[src/rtl/instr_decode_pipe_if.sv]
// Handshake bundle between the instruction fetch side and the decode consumer.
// master drives the upstream word and the downstream ready; slave is the decoder.
interface instr_decode_pipe_if #(
    parameter int NUM_OPS = 36
);
    logic               in_valid;
    logic               in_ready;
    logic [31:0]        in_instr;
    logic               out_valid;
    logic               out_ready;
    logic [NUM_OPS-1:0] out_op;
    logic               out_illegal;
    logic               out_nop;
    logic [31:0]        out_instr;

    modport master (
        output in_valid, in_instr, out_ready,
        input  in_ready, out_valid, out_op, out_illegal, out_nop, out_instr
    );

    modport slave (
        input  in_valid, in_instr, out_ready,
        output in_ready, out_valid, out_op, out_illegal, out_nop, out_instr
    );
endinterface

[src/rtl/instr_decode_pipe.sv]
// MIPS decode stage: one-hot operation decode of a 32-bit word, buffered through a
// 2-entry skid buffer, with a saturating count of delivered illegal encodings.
module instr_decode_pipe #(
    parameter int NUM_OPS = 36,
    parameter int CNT_W   = 16
) (
    input  logic               clk,
    input  logic               rst_n,
    input  logic               flush,
    instr_decode_pipe_if.slave bus,
    output logic [CNT_W-1:0]   illegal_cnt
);
    typedef struct packed {
        logic [NUM_OPS-1:0] op;
        logic               illegal;
        logic               nop;
        logic [31:0]        instr;
    } entry_t;

    entry_t     o_q, s_q, dec;
    logic       o_valid, s_valid;
    logic [5:0] opcode, funct, dec_idx;
    logic       dec_hit, accept, o_load, drain;

    assign opcode = bus.in_instr[31:26];
    assign funct  = bus.in_instr[5:0];

    // R-type keys on funct, everything else on opcode, so the two index ranges never alias
    always_comb begin
        dec_hit = 1'b1;
        dec_idx = 6'd0;
        if (opcode == 6'd0) begin
            case (funct)
                6'b000000: dec_idx = 6'd0;
                6'b000010: dec_idx = 6'd1;
                6'b000011: dec_idx = 6'd2;
                6'b000100: dec_idx = 6'd3;
                6'b000110: dec_idx = 6'd4;
                6'b001000: dec_idx = 6'd5;
                6'b001100: dec_idx = 6'd6;
                6'b011000: dec_idx = 6'd7;
                6'b011010: dec_idx = 6'd8;
                6'b100000: dec_idx = 6'd9;
                6'b100001: dec_idx = 6'd10;
                6'b100010: dec_idx = 6'd11;
                6'b100011: dec_idx = 6'd12;
                6'b100100: dec_idx = 6'd13;
                6'b100101: dec_idx = 6'd14;
                6'b100110: dec_idx = 6'd15;
                6'b100111: dec_idx = 6'd16;
                6'b101010: dec_idx = 6'd17;
                default:   dec_hit = 1'b0;
            endcase
        end else begin
            case (opcode)
                6'b000001: dec_idx = 6'd18;
                6'b000010: dec_idx = 6'd19;
                6'b000011: dec_idx = 6'd20;
                6'b000100: dec_idx = 6'd21;
                6'b000101: dec_idx = 6'd22;
                6'b000110: dec_idx = 6'd23;
                6'b000111: dec_idx = 6'd24;
                6'b001000: dec_idx = 6'd25;
                6'b001001: dec_idx = 6'd26;
                6'b001010: dec_idx = 6'd27;
                6'b001100: dec_idx = 6'd28;
                6'b001101: dec_idx = 6'd29;
                6'b001110: dec_idx = 6'd30;
                6'b001111: dec_idx = 6'd31;
                6'b100000: dec_idx = 6'd32;
                6'b100011: dec_idx = 6'd33;
                6'b101000: dec_idx = 6'd34;
                6'b101011: dec_idx = 6'd35;
                default:   dec_hit = 1'b0;
            endcase
        end
    end

    always_comb begin
        dec         = '0;
        dec.op      = dec_hit ? (NUM_OPS'(1) << dec_idx) : '0;
        dec.illegal = !dec_hit;
        dec.nop     = (bus.in_instr == 32'h0);
        dec.instr   = bus.in_instr;
    end

    assign accept = bus.in_valid && !s_valid;
    assign o_load = !o_valid || bus.out_ready;
    assign drain  = o_valid && bus.out_ready && !flush;

    // S only ever fills while O is stalled, so S valid implies O valid and in_ready low
    always_ff @(posedge clk or negedge rst_n) begin
        if (!rst_n) begin
            o_q     <= '0;
            s_q     <= '0;
            o_valid <= 1'b0;
            s_valid <= 1'b0;
        end else if (flush) begin
            o_valid <= 1'b0;
            s_valid <= 1'b0;
        end else if (o_load) begin
            if (s_valid) begin
                o_q     <= s_q;
                o_valid <= 1'b1;
                s_valid <= 1'b0;
            end else begin
                o_valid <= accept;
                if (accept) o_q <= dec;
            end
        end else if (accept) begin
            s_q     <= dec;
            s_valid <= 1'b1;
        end
    end

    always_ff @(posedge clk or negedge rst_n) begin
        if (!rst_n) begin
            illegal_cnt <= '0;
        end else if (drain && o_q.illegal && (illegal_cnt != {CNT_W{1'b1}})) begin
            illegal_cnt <= illegal_cnt + 1'b1;
        end
    end

    assign bus.in_ready    = !s_valid;
    assign bus.out_valid   = o_valid;
    assign bus.out_op      = o_q.op;
    assign bus.out_illegal = o_q.illegal;
    assign bus.out_nop     = o_q.nop;
    assign bus.out_instr   = o_q.instr;
endmodule

[src/flat_wrapper.sv]
// flat-port wrapper written by rule: the top's interface ports become plain ports
module instr_decode_pipe_flat 
#(
    parameter int NUM_OPS = 36,
    parameter int CNT_W   = 16
)
  (clk, rst_n, flush, illegal_cnt, bus_in_valid, bus_in_instr, bus_out_ready, bus_in_ready, bus_out_valid, bus_out_op, bus_out_illegal, bus_out_nop, bus_out_instr);
  instr_decode_pipe_if #(.NUM_OPS(NUM_OPS)) bus_i ();
  input  logic clk;
  input  logic rst_n;
  input  logic flush;
  output logic [CNT_W-1:0] illegal_cnt;
  input wire logic [$bits(bus_i.in_valid)-1:0] bus_in_valid;
  input wire logic [$bits(bus_i.in_instr)-1:0] bus_in_instr;
  input wire logic [$bits(bus_i.out_ready)-1:0] bus_out_ready;
  output wire logic [$bits(bus_i.in_ready)-1:0] bus_in_ready;
  output wire logic [$bits(bus_i.out_valid)-1:0] bus_out_valid;
  output wire logic [$bits(bus_i.out_op)-1:0] bus_out_op;
  output wire logic [$bits(bus_i.out_illegal)-1:0] bus_out_illegal;
  output wire logic [$bits(bus_i.out_nop)-1:0] bus_out_nop;
  output wire logic [$bits(bus_i.out_instr)-1:0] bus_out_instr;
  assign bus_i.in_valid = bus_in_valid;
  assign bus_i.in_instr = bus_in_instr;
  assign bus_i.out_ready = bus_out_ready;
  assign bus_in_ready = bus_i.in_ready;
  assign bus_out_valid = bus_i.out_valid;
  assign bus_out_op = bus_i.out_op;
  assign bus_out_illegal = bus_i.out_illegal;
  assign bus_out_nop = bus_i.out_nop;
  assign bus_out_instr = bus_i.out_instr;
  instr_decode_pipe #(.NUM_OPS(NUM_OPS), .CNT_W(CNT_W)) u_core (.clk(clk), .rst_n(rst_n), .flush(flush), .bus(bus_i), .illegal_cnt(illegal_cnt));
endmodule
[config.mk]
export PLATFORM = sky130hd
export DESIGN_NAME = instr_decode_pipe_flat
export DESIGN_NICKNAME = d
export VERILOG_FILES = /design/src/rtl/instr_decode_pipe_if.sv /design/src/rtl/instr_decode_pipe.sv /design/src/flat_wrapper.sv
export SDC_FILE = /design/constraint.sdc
export NUM_CORES = 1
export LEC_CHECK = 0
export BUFFER_PORTS_ARGS = -buffer_cell sky130_fd_sc_hd__buf_2
export CORE_ASPECT_RATIO = 0.7
export CORE_UTILIZATION = 50
export CTS_BUF_LIST = sky130_fd_sc_hd__clkbuf_4 sky130_fd_sc_hd__clkbuf_8 sky130_fd_sc_hd__clkbuf_16
export DETAILED_ROUTE_END_ITERATION = 16
export HOLD_SLACK_MARGIN = 0.08
export PLACE_DENSITY = 0.82
export SLEW_MARGIN = 20
export SYNTH_ARGS = -nofsm -noshare
export SYNTH_HDL_FRONTEND = slang
export SYNTH_SLANG_ARGS = --single-unit
[constraint.sdc]
create_clock -name clk -period 4.4 [get_ports clk]
set_clock_uncertainty 0.15 [all_clocks]
set_input_delay 1.1 -clock clk [delete_from_list [all_inputs] [get_ports clk]]
set_output_delay 1.1 -clock clk [all_outputs]
set_load 0.01 [all_outputs]
Word level (Yosys, flattened, before mapping)
Cells that the tools add are included.
{"block": "op_classes", "addsub": 1, "n_eq_ne": 36, "shifts": 1, "mux": 15, "bitwise": 2, "reduce_logical": 20}
{"op": "two-way mux 70 bit", "count": 2}
{"op": "one-hot mux 6 bit (18 select lines)", "count": 1}
{"op": "one-hot mux 5 bit (17 select lines)", "count": 1}
{"op": "== test 6 bit, second input constant", "count": 13}
{"op": "== test 6 x 4 -> 1 bit, second input constant", "count": 9}
{"op": "== test 6 x 3 -> 1 bit, second input constant", "count": 6}
{"op": "two-way mux 36 bit", "count": 1}
{"op": "OR reduction 18 bit", "count": 2}
{"op": "<< shifter 1 x 6 -> 36 bit, first input constant", "count": 1}
{"op": "logical NOT 32 bit", "count": 1}
{"op": "== test 6 x 2 -> 1 bit, second input constant", "count": 4}
{"op": "adder 16 x 1 -> 16 bit, second input constant", "count": 1}
{"op": "inequality test 16 bit, second input constant", "count": 1}
{"op": "== test 6 x 5 -> 1 bit, second input constant", "count": 2}
{"op": "logical NOT 6 bit", "count": 2}
{"op": "two-way mux 1 bit", "count": 9}
{"op": "== test 6 x 1 -> 1 bit, second input constant", "count": 1}
{"op": "two-way mux 6 bit", "count": 1}
{"op": "AND reduction 3 bit", "count": 2}
{"op": "logical AND 1 bit", "count": 5}
{"op": "logical NOT 1 bit", "count": 4}
{"op": "nonzero test 2 bit", "count": 2}
{"op": "nonzero test 3 bit", "count": 1}
{"op": "NOT 1 bit", "count": 2}
{"op": "logical OR 1 bit", "count": 1}
{"block": "word_totals", "regBits": 158, "in_bits": 37, "output_inout_bits": 88, "word_cells": 86}

Longest topological paths before layout
Gate-level depths: netlist of run 1.
{"block": "logic_depth", "ltp_word": 7, "mapped_depth": 8}

Least setup slack after synthesis of run 1
No wires, ideal clock.
{"block": "synth_timing", "path_type": "input -> register", "from": "input port bus_in_instr[30]", "to": "register u_core.s_q[50] in the netlist's numbering", "t_arrival_ns": 3.023, "required_ns": 4.160, "path_slack_ns": 1.137, "cell_stages": 8, "path_cell_list": "buf_6 > or4_4 > buf_6 > or2_4 > o22ai_2 > nand2_1 > or4b_4 > o31ai_4"}
{"block": "synth_between", "elab_chain_cells": 5, "word_cells_on_any_way": 26}
{"item": "start, declared", "line_no": "flat_wrapper.sv:14", "text": "input wire logic [$bits(bus_i.in_instr)-1:0] bus_in_instr;"}
{"item": "== test 6 bit, or another cell as far along", "line_no": "instr_decode_pipe.sv:55", "text": "case (opcode)"}
{"item": "one-hot mux 6 bit (18 select lines) / OR reduction 18 bit (equally long branches)"}
{"item": "two-way mux 6 bit / two-way mux 1 bit (equally long branches)", "line_no": "instr_decode_pipe.sv:32, instr_decode_pipe.sv:55"}
{"item": "<< shifter 1 x 6 -> 36 bit / two-way mux 1 bit (equally long branches)", "line_no": "instr_decode_pipe.sv:81, instr_decode_pipe.sv:32"}
{"item": "two-way mux 36 bit (*)", "line_no": "instr_decode_pipe.sv:81", "text": "dec.op = dec_hit ? (NUM_OPS'(1) << dec_idx) : '0;"}
{"item": "end signal, assigned", "line_no": "instr_decode_pipe.sv:95", "text": "s_q <= '0;"}
{"item": "end signal, assigned", "line_no": "instr_decode_pipe.sv:111", "text": "s_q <= dec;"}
{"item": "end, declared", "line_no": "instr_decode_pipe.sv:20", "text": "entry_t o_q, s_q, dec;"}
Mark *: on every way between the ends. The rest lies on a longest branch, timed or not.
A chain may end at the register's enable or synchronous reset.

Worst setup path in the final report of run 1
{"block": "layout_timing", "from": "input port bus_in_instr[26]", "to": "register u_core.o_q (netlist bit u_core.bus.out_op[9])"}
{"block": "layout_between", "elab_chain_cells": 7, "word_cells_on_any_way": 28}
{"item": "== test 6 bit, or another cell as far along", "line_no": "instr_decode_pipe.sv:55"}
{"item": "one-hot mux 6 bit (18 select lines) / OR reduction 18 bit (equally long branches)"}
{"item": "two-way mux 6 bit / two-way mux 1 bit (equally long branches)", "line_no": "instr_decode_pipe.sv:32, instr_decode_pipe.sv:55"}
{"item": "<< shifter 1 x 6 -> 36 bit / two-way mux 1 bit (equally long branches)", "line_no": "instr_decode_pipe.sv:81, instr_decode_pipe.sv:32"}
{"item": "two-way mux 36 bit (*)", "line_no": "instr_decode_pipe.sv:81"}
{"item": "two-way mux 70 bit (*)", "line_no": "instr_decode_pipe.sv:108", "text": "if (accept) o_q <= dec;"}
{"item": "two-way mux 70 bit (*)", "line_no": "instr_decode_pipe.sv:102", "text": "if (s_valid) begin"}
{"item": "end signal, assigned", "line_no": "instr_decode_pipe.sv:103", "text": "o_q <= s_q;"}
{"item": "end, declared", "line_no": "instr_decode_pipe.sv:20"}
Mark *: on every way between the ends. The rest lies on a longest branch, timed or not. The select of a mux whose other input is x is not followed.

==> out/summary.txt, run 1 <==
STA
--------------------------------------------------------------------------------------
Minimum clock period ....................................................      3.01 ns
Maximum frequency from static timing analysis ...........................      332 MHz
Slew margin rel. ........................................................        26.8%
Number of pins with negative max-slew slack in the final report .........            0
Sum of negative setup slack .............................................         0 ns
Final setup fails .......................................................            0
Post-route setup slack ..................................................      1.39 ns
Share of the clock period used by the worst path ........................        68.4%
Tightest Pin Transition .................................................      1.10 ns
Final hold slack ........................................................     0.321 ns
Unrepaired setup endpoints after global routing .........................        false
Final-report hold violation count .......................................            0

CLOCK TREE
--------------------------------------------------------------------------------------
Number of clock buffers inserted by TritonCTS ...........................           17
Clock Tree Root ......................................................... sky130_fd_sc_hd__clkbuf_16
Clk sinks ...............................................................          158
Post-CTS Resized ........................................................            0
Clock slew at the register clock pins of the worst setup and hold paths .      0.06 ns
Count of H-tree levels built during CTS .................................            4
Clock tree from TritonCTS ...............................................         done
Number of post-CTS setup repair buffers .................................            0
Later-pin clock latency in the skew report ..............................      0.41 ns
Number of buffers added to fix hold violations after cts ................            0
Buffer depth of the longest clock path ..................................            2

LOGIC SYNTHESIS
--------------------------------------------------------------------------------------
Top_reg_cell synth ...................................................... sky130_fd_sc_hd__dfrtp_1
Combined area of all synthesized cells ..................................    7470 um^2
Average footprint of a synthesized cell .................................    10.0 um^2
Async set-reset flop share out of synthesis .............................         100%
Post-synth EDFFs ........................................................            0
Library cells used by synthesis .........................................           62
Synthesized flop and latch total ........................................          158
Register area share after synthesis .....................................        52.9%
Number of warning messages in the yosys log .............................            0
Number of standard cells after synthesis ................................          744
Post-synth net total ....................................................          782

GRT
--------------------------------------------------------------------------------------
Initial antenna violation count .........................................            2
Vias in the first global route ..........................................         5573
Largest net degree at the start of global routing .......................           95
Wire length of the first global-routing pass ............................     29200 um
Total grt overflow ......................................................            0
Total GRT Usage .........................................................        24.1%

FLOORPLAN
--------------------------------------------------------------------------------------
Top-level port count ....................................................          125
Horiz. Die Dim ..........................................................       148 um
Die area ................................................................   15400 um^2
Placement row count .....................................................           36
Die H ...................................................................       104 um
Starting density of the core ............................................        52.5%
Placeable core region ...................................................   14200 um^2

LAYOUT
--------------------------------------------------------------------------------------
Final standard cell utilization of the core .............................        62.3%
Post-route cell area ....................................................    8870 um^2
Ant diodes ..............................................................            0
Layout cell share with drive strength beyond 1 ..........................        25.6%
Area Growth Syn to Fin ..................................................        18.7%
Number of filler cells placed in the layout .............................         1208
Net count, final ........................................................          876

DETAILED ROUTING
--------------------------------------------------------------------------------------
Total routed wirelength .................................................     17600 um
Routed WL per cell ......................................................      16.9 um
Number of vias per cell after detailed routing ..........................         5.72
Detailed Route Iter0 Violations .........................................          388
Highest metal layer used by the detailed router .........................         met5
Vias after detailed routing .............................................         5957
Routed met3 length ......................................................      1330 um
Antenna Violating Nets Remaining ........................................            0
DRC violation count after routing .......................................            0
Pre-antenna DRT Iters ...................................................            5
Routed length on met1 ...................................................      8410 um
Met2 wire length ........................................................      7500 um

CRITICAL PATH
--------------------------------------------------------------------------------------
Slack of the worst reg-to-reg path ......................................      1.98 ns
Startpoint of the worst-slack reg-to-reg timing path .................... u_core.bus.out_valid$_DFFE_PN0N_
Largest driver fanout on the critical path ..............................           19
Element type at the critical path start ................................. primary input
Arrival time reported for the critical path endpoint ....................      3.19 ns
Required time at the endpoint of the critical path ......................      4.57 ns
Kind of critical path ................................................... primary input to register
Critical register-to-register path endpoint ............................. u_core.s_q[11]$_DFFE_PN0P_
Critical Path Sink Type .................................................     register
Number of cell instances on the worst register-to-register path .........            4

PLACEMENT
--------------------------------------------------------------------------------------
Detailed-placement wirelength estimate ..................................     11700 um
Post-detailed-placement cell area .......................................    8210 um^2
Pre-CTS setup slack .....................................................     0.999 ns
Count of buffers from port buffering ....................................          124
Routability cong. .......................................................        0.892

WORST HOLD PATH
--------------------------------------------------------------------------------------
Min-Delay Endpoint ...................................................... u_core.s_q[42]$_DFFE_PN0P_
Cell depth of the worst min-delay path ..................................            2
Worst Hold Class ........................................................ register to register
Hold wc startpoint ...................................................... u_core.s_q[42]$_DFFE_PN0P_

PWR
--------------------------------------------------------------------------------------
Standby leakage power ...................................................      4.03 nW
Power density of the placed cells .......................................  433 nW/um^2
IR Drop Worst-Case VDD ..................................................       235 uV

RUN
--------------------------------------------------------------------------------------
Number of maximum-capacitance constraint violations .....................            0

STATUS
--------------------------------------------------------------------------------------
Run status .............................................................. finished, final reports clean

## sequential cells by signal, indices dropped and copies added, names as in the netlist
signal and count:
u_core.bus.out_op 36, u_core.s_q 70, u_core.s_valid 1, u_core.illegal_cnt 16, u_core.bus.out_instr 32, u_core.bus.out_illegal 1, u_core.bus.out_valid 1, u_core.bus.out_nop 1
## cell usage after synthesis (15+ instances only)
library cell | n | area (um^2)
sky130_fd_sc_hd__a21oi_1 | 43 | 215
sky130_fd_sc_hd__dfrtp_1 | 158 | 3950
sky130_fd_sc_hd__nand3_1 | 17 | 85.1
sky130_fd_sc_hd__nor2_1 | 32 | 120
sky130_fd_sc_hd__clkbuf_1 | 45 | 169
sky130_fd_sc_hd__mux2i_1 | 33 | 330
sky130_fd_sc_hd__o31ai_1 | 23 | 173
sky130_fd_sc_hd__nand2b_1 | 15 | 93.8
sky130_fd_sc_hd__nor3_1 | 17 | 85.1
sky130_fd_sc_hd__o21ai_0 | 77 | 385
sky130_fd_sc_hd__mux2_2 | 32 | 360
sky130_fd_sc_hd__nand2_1 | 111 | 417
## metrics by stage
stage	total power, W	cells
global placement	0.00220	1009
detailed placement	0.00222	1009
floorplan	0.00201	744
finish	0.00384	1041
global route	0.00400	1041
CTS	0.00387	1041
## worst max-delay path by stage
stage,start,end,slack [ns],depth (start not counted)
2_1_floorplan,bus_in_instr[30],u_core.s_q[50]$_DFFE_PN0P_,1.14,8
4_1_cts,bus_in_instr[30],u_core.s_q[44]$_DFFE_PN0P_,1.42,7
6_report,bus_in_instr[26],u_core.bus.out_op[9]$_DFFE_PN0P_,1.39,7
5_1_grt,bus_in_instr[3],u_core.s_q[46]$_DFFE_PN0P_,1.23,7
3_5_place_dp,bus_in_instr[30],u_core.s_q[40]$_DFFE_PN0P_,1.0,6
3_3_place_gp,bus_in_instr[30],u_core.s_q[50]$_DFFE_PN0P_,1.02,7
## report_power, final
part | switching (W) | leakage [nW] | internal, W
Combinational | 0.000282 | 1.64 | 0.000207
Clock | 0.000597 | 0.319 | 0.00104
Sequential | 0.0000947 | 2.07 | 0.00161
## final cells by class
class / count / area (um^2) / share of cell area, %
sequential: 158 / 3960 / 44.6
inverter: 5 / 18.8 / 0.212
clock buffer: 20 / 454 / 5.12
tap: 190 / 238 / 2.68
multi-input combinational: 525 / 3290 / 37.1
clock inverter: 12 / 205 / 2.31
timing repair buffer: 131 / 704 / 7.95
## cells in the final DEF (no fill, tap or decap), types with 3 or more instances in the layout
cell type | Yosys | layout
sky130_fd_sc_hd__nor2b_1 | 4 | 4
sky130_fd_sc_hd__o41ai_1 | 3 | 3
sky130_fd_sc_hd__or2_2 | 4 | 4
sky130_fd_sc_hd__o21ai_1 | 3 | 3
sky130_fd_sc_hd__nor3_1 | 17 | 16
sky130_fd_sc_hd__or3_1 | 6 | 5
sky130_fd_sc_hd__buf_2 | 7 | 123
sky130_fd_sc_hd__inv_1 | 5 | 5
sky130_fd_sc_hd__mux2_2 | 32 | 32
sky130_fd_sc_hd__nor3b_1 | 4 | 4
sky130_fd_sc_hd__o31ai_2 | 4 | 4
sky130_fd_sc_hd__xor2_1 | 4 | 4
sky130_fd_sc_hd__o31ai_1 | 23 | 23
sky130_fd_sc_hd__inv_6 | 0 | 4
sky130_fd_sc_hd__a21oi_1 | 43 | 43
sky130_fd_sc_hd__nand2b_1 | 15 | 15
sky130_fd_sc_hd__o21ai_0 | 77 | 77
sky130_fd_sc_hd__nor2_1 | 32 | 32
sky130_fd_sc_hd__o22ai_1 | 8 | 8
sky130_fd_sc_hd__nand3_1 | 17 | 16
sky130_fd_sc_hd__xnor2_1 | 11 | 11
sky130_fd_sc_hd__bufinv_16 | 0 | 5
sky130_fd_sc_hd__mux2i_1 | 33 | 33
sky130_fd_sc_hd__clkbuf_16 | 0 | 17
sky130_fd_sc_hd__and3_1 | 14 | 14
sky130_fd_sc_hd__nand4_1 | 8 | 8
sky130_fd_sc_hd__a221o_1 | 3 | 3
sky130_fd_sc_hd__nand2_1 | 111 | 111
sky130_fd_sc_hd__nor4_1 | 8 | 8
sky130_fd_sc_hd__buf_4 | 0 | 5
sky130_fd_sc_hd__dfrtp_1 | 158 | 157
## critical path, cell delays in order
cell                        delay [ns]
sky130_fd_sc_hd__buf_2            0.27
sky130_fd_sc_hd__and2_1           0.24
sky130_fd_sc_hd__a221o_1          0.17
sky130_fd_sc_hd__a2bb2oi_1        0.31
sky130_fd_sc_hd__nor2b_1          0.47
sky130_fd_sc_hd__nand4b_1         0.35
sky130_fd_sc_hd__o21ai_0          0.26
## cells by family after synthesis
logic type	synth area share (%)
simple gates	17.2
xor+xnor	1.76
fa+ha+maj	0.167
mux	9.24
buf+inv	3.38
flops	52.9
compound gates	15.3
## routing by layer
metal | vias up | global-route usage (%)
met5 | - | 0
met4 | 4 | 8.32
met1 | 2870 | 35.6
met3 | 36 | 5.88
li1 | 2845 | -
met2 | 202 | 34.2
No activity file was read; power rests on OpenSTA's default activity.
==> run 2: changes to the inputs <==
--- a/config.mk
+++ b/config.mk
@@ -11,7 +11,7 @@
 export CTS_BUF_LIST = sky130_fd_sc_hd__clkbuf_4 sky130_fd_sc_hd__clkbuf_8 sky130_fd_sc_hd__clkbuf_16
 export DETAILED_ROUTE_END_ITERATION = 16
 export HOLD_SLACK_MARGIN = 0.08
-export PLACE_DENSITY = 0.82
+export PLACE_DENSITY = 0.85
 export SLEW_MARGIN = 20
 export SYNTH_ARGS = -nofsm -noshare
 export SYNTH_HDL_FRONTEND = slang
==> constraint.sdc (replaced) <==
create_clock -name clk -period 2.6 [get_ports clk]
set_clock_uncertainty 0.15 [all_clocks]
set_input_delay 0.65 -clock clk [delete_from_list [all_inputs] [get_ports clk]]
set_output_delay 0.65 -clock clk [all_outputs]
set_load 0.01 [all_outputs]
==> out/summary.txt, run 2 (synthesis results as in run 1) <==
STA
--------------------------------------------------------------------------------------
Maximum frequency from static timing analysis ...........................      409 MHz
Unrepaired setup endpoints after global routing .........................        false
Sum of negative setup slack .............................................         0 ns
Tightest Pin Transition .................................................     0.772 ns
Number of pins with negative max-slew slack in the final report .........            0
Share of the clock period used by the worst path ........................        94.1%
Minimum clock period ....................................................      2.45 ns
Slew margin rel. ........................................................        48.5%
Final-report hold violation count .......................................            0
Final hold slack ........................................................     0.323 ns
Final setup fails .......................................................            0

FLOORPLAN
--------------------------------------------------------------------------------------
Die area ................................................................   15400 um^2
Top-level port count ....................................................          125
Horiz. Die Dim ..........................................................       148 um
Placeable core region ...................................................   14200 um^2
Starting density of the core ............................................        52.5%
Placement row count .....................................................           36
Die H ...................................................................       104 um

STATUS
--------------------------------------------------------------------------------------
Run status .............................................................. finished, final reports clean

WORST HOLD PATH
--------------------------------------------------------------------------------------
Worst Hold Class ........................................................ register to register
Cell depth of the worst min-delay path ..................................            2

LAYOUT
--------------------------------------------------------------------------------------
Final cell count without fillers ........................................         1100
Post-route cell area ....................................................    9240 um^2
Ant diodes ..............................................................            0
Top register by number of flip-flops ....................................   u_core.s_q
Number of filler cells placed in the layout .............................         1132
Net count, final ........................................................          935
Commonest cells after routing, fill and taps aside ...................... 157 x sky130_fd_sc_hd__dfrtp_1, 123 x sky130_fd_sc_hd__buf_2, 111 x sky130_fd_sc_hd__nand2_1
Most common cell after layout, fill and taps aside ...................... sky130_fd_sc_hd__dfrtp_1
Max FFs per register ....................................................           70
Layout cell share with drive strength beyond 1 ..........................        30.3%
Area Growth Syn to Fin ..................................................        23.6%

DETAILED ROUTING
--------------------------------------------------------------------------------------
Vias after detailed routing .............................................         6148
Detailed Route Iter0 Violations .........................................          352
Antenna Violating Nets Remaining ........................................            0
Routed WL per cell ......................................................      16.6 um
Number of vias per cell after detailed routing ..........................         5.59
Pre-antenna DRT Iters ...................................................            5
DRC violation count after routing .......................................            0
Total routed wirelength .................................................     18200 um

PWR
--------------------------------------------------------------------------------------
Power density of the placed cells .......................................  666 nW/um^2
IR Drop Worst-Case VDD ..................................................       517 uV
Standby leakage power ...................................................      4.27 nW

PLACEMENT
--------------------------------------------------------------------------------------
Post-detailed-placement cell area .......................................    8670 um^2
Placed insts ............................................................         1067
Detailed-placement wirelength estimate ..................................     12800 um
Routability cong. .......................................................        0.936
Count of buffers from port buffering ....................................          124

CRITICAL PATH
--------------------------------------------------------------------------------------
Number of cell instances on the worst register-to-register path .........            5
Critical Path Sink Type .................................................     register
Kind of critical path ................................................... primary input to register
Largest driver fanout on the critical path ..............................            7
Element type at the critical path start ................................. primary input
Arrival time reported for the critical path endpoint ....................      2.62 ns
Required time at the endpoint of the critical path ......................      2.77 ns

CLOCK TREE
--------------------------------------------------------------------------------------
Number of buffers added to fix hold violations after cts ................            1
Number of post-CTS setup repair buffers .................................            0
Clk sinks ...............................................................          158
Buffer depth of the longest clock path ..................................            2
Clock tree from TritonCTS ...............................................         done
Post-CTS Resized ........................................................            0
Clock slew at the register clock pins of the worst setup and hold paths .      0.06 ns
Count of H-tree levels built during CTS .................................            4
Clock Tree Root ......................................................... sky130_fd_sc_hd__clkbuf_16
Later-pin clock latency in the skew report ..............................      0.43 ns
Number of clock buffers inserted by TritonCTS ...........................           17

GRT
--------------------------------------------------------------------------------------
Total grt overflow ......................................................            0
Wire length of the first global-routing pass ............................     30600 um
Initial antenna violation count .........................................            1
Largest net degree at the start of global routing .......................           66
Vias in the first global route ..........................................         5875
Total GRT Usage .........................................................        25.2%

RUN
--------------------------------------------------------------------------------------
Number of maximum-capacitance constraint violations .....................            0

==> run 2: cell types whose count changed in the layout (fill, tap and decap cells not counted), sizes merged <==
cell,delta
clkinv,+3
inv,+1
clkbuf,-1
clkinvlp,+2
buf,+58
bufinv,-5
dlygate4sd3,+1
==> run 2: final timing paths <==
path,slack (ns),from,to
min,0.32,u_core.bus.out_op[26]$_DFFE_PN0P_,u_core.bus.out_op[26]$_DFFE_PN0P_
max,0.15,bus_in_instr[1],u_core.s_q[45]$_DFFE_PN0P_
max reg2reg,0.60,u_core.s_valid$_DFFE_PN0P_,u_core.bus.out_op[7]$_DFFE_PN0P_
min reg2reg,0.32,u_core.bus.out_op[26]$_DFFE_PN0P_,u_core.bus.out_op[26]$_DFFE_PN0P_
min in group asynchronous,0.54,rst_n,u_core.illegal_cnt[9]$_DFFE_PN0P_
max in group asynchronous,1.16,rst_n,u_core.bus.out_instr[19]$_DFFE_PN0P_
==> run 2: power by group <==
group | switching (W) | leakage [nW] | total [W] | internal (W)
Combinational | 0.000492 | 1.93 | 0.000901 | 0.000409
Clock | 0.00107 | 0.263 | 0.00235 | 0.00129
Sequential | 0.000165 | 2.07 | 0.00289 | 0.00273
Total | 0.00172 | 4.27 | 0.00615 | 0.00443
==> run 2: critical path: stages <==
cell,delay (ns)
sky130_fd_sc_hd__buf_2,0.14
sky130_fd_sc_hd__buf_4,0.16
sky130_fd_sc_hd__nor4bb_1,0.34
sky130_fd_sc_hd__a21oi_1,0.10
sky130_fd_sc_hd__o31ai_1,0.33
sky130_fd_sc_hd__nor2b_1,0.19
sky130_fd_sc_hd__or3b_1,0.46
sky130_fd_sc_hd__o31ai_1,0.25
==> run 2: stage by stage <==
stage | util, % | setup slack, ns | total power (W)
after CTS | 64.9 | 0.155 | 0.00619
after global placement | 60.9 | -0.171 | 0.00379
after detailed placement | 60.9 | -0.236 | 0.00383
final | 64.9 | 0.154 | 0.00615
after floorplan | - | -0.171 | 0.00340
after global routing | 64.9 | 0.0626 | 0.00641
==> run 2: final cells by class <==
class                   count  area (um^2)  share of cell area (%)
multi-input cells         525         3290                    35.6
clock buffers              19          453                    4.90
inverters                   5         18.8                   0.203
clock inverters            13          105                    1.14
well taps                 190          238                    2.57
repair buffers            190         1170                    12.7
flip-flops and latches    158         3960                    42.9
==> run 2: routing by layer <==
metal,track usage (%),part of all wire (%),vias up
met2,37.1,44,201
li1,-,-,2962
met5,0,0,-
met3,6.14,6.9,21
met4,6.92,1.2,0
met1,37.0,48,2964
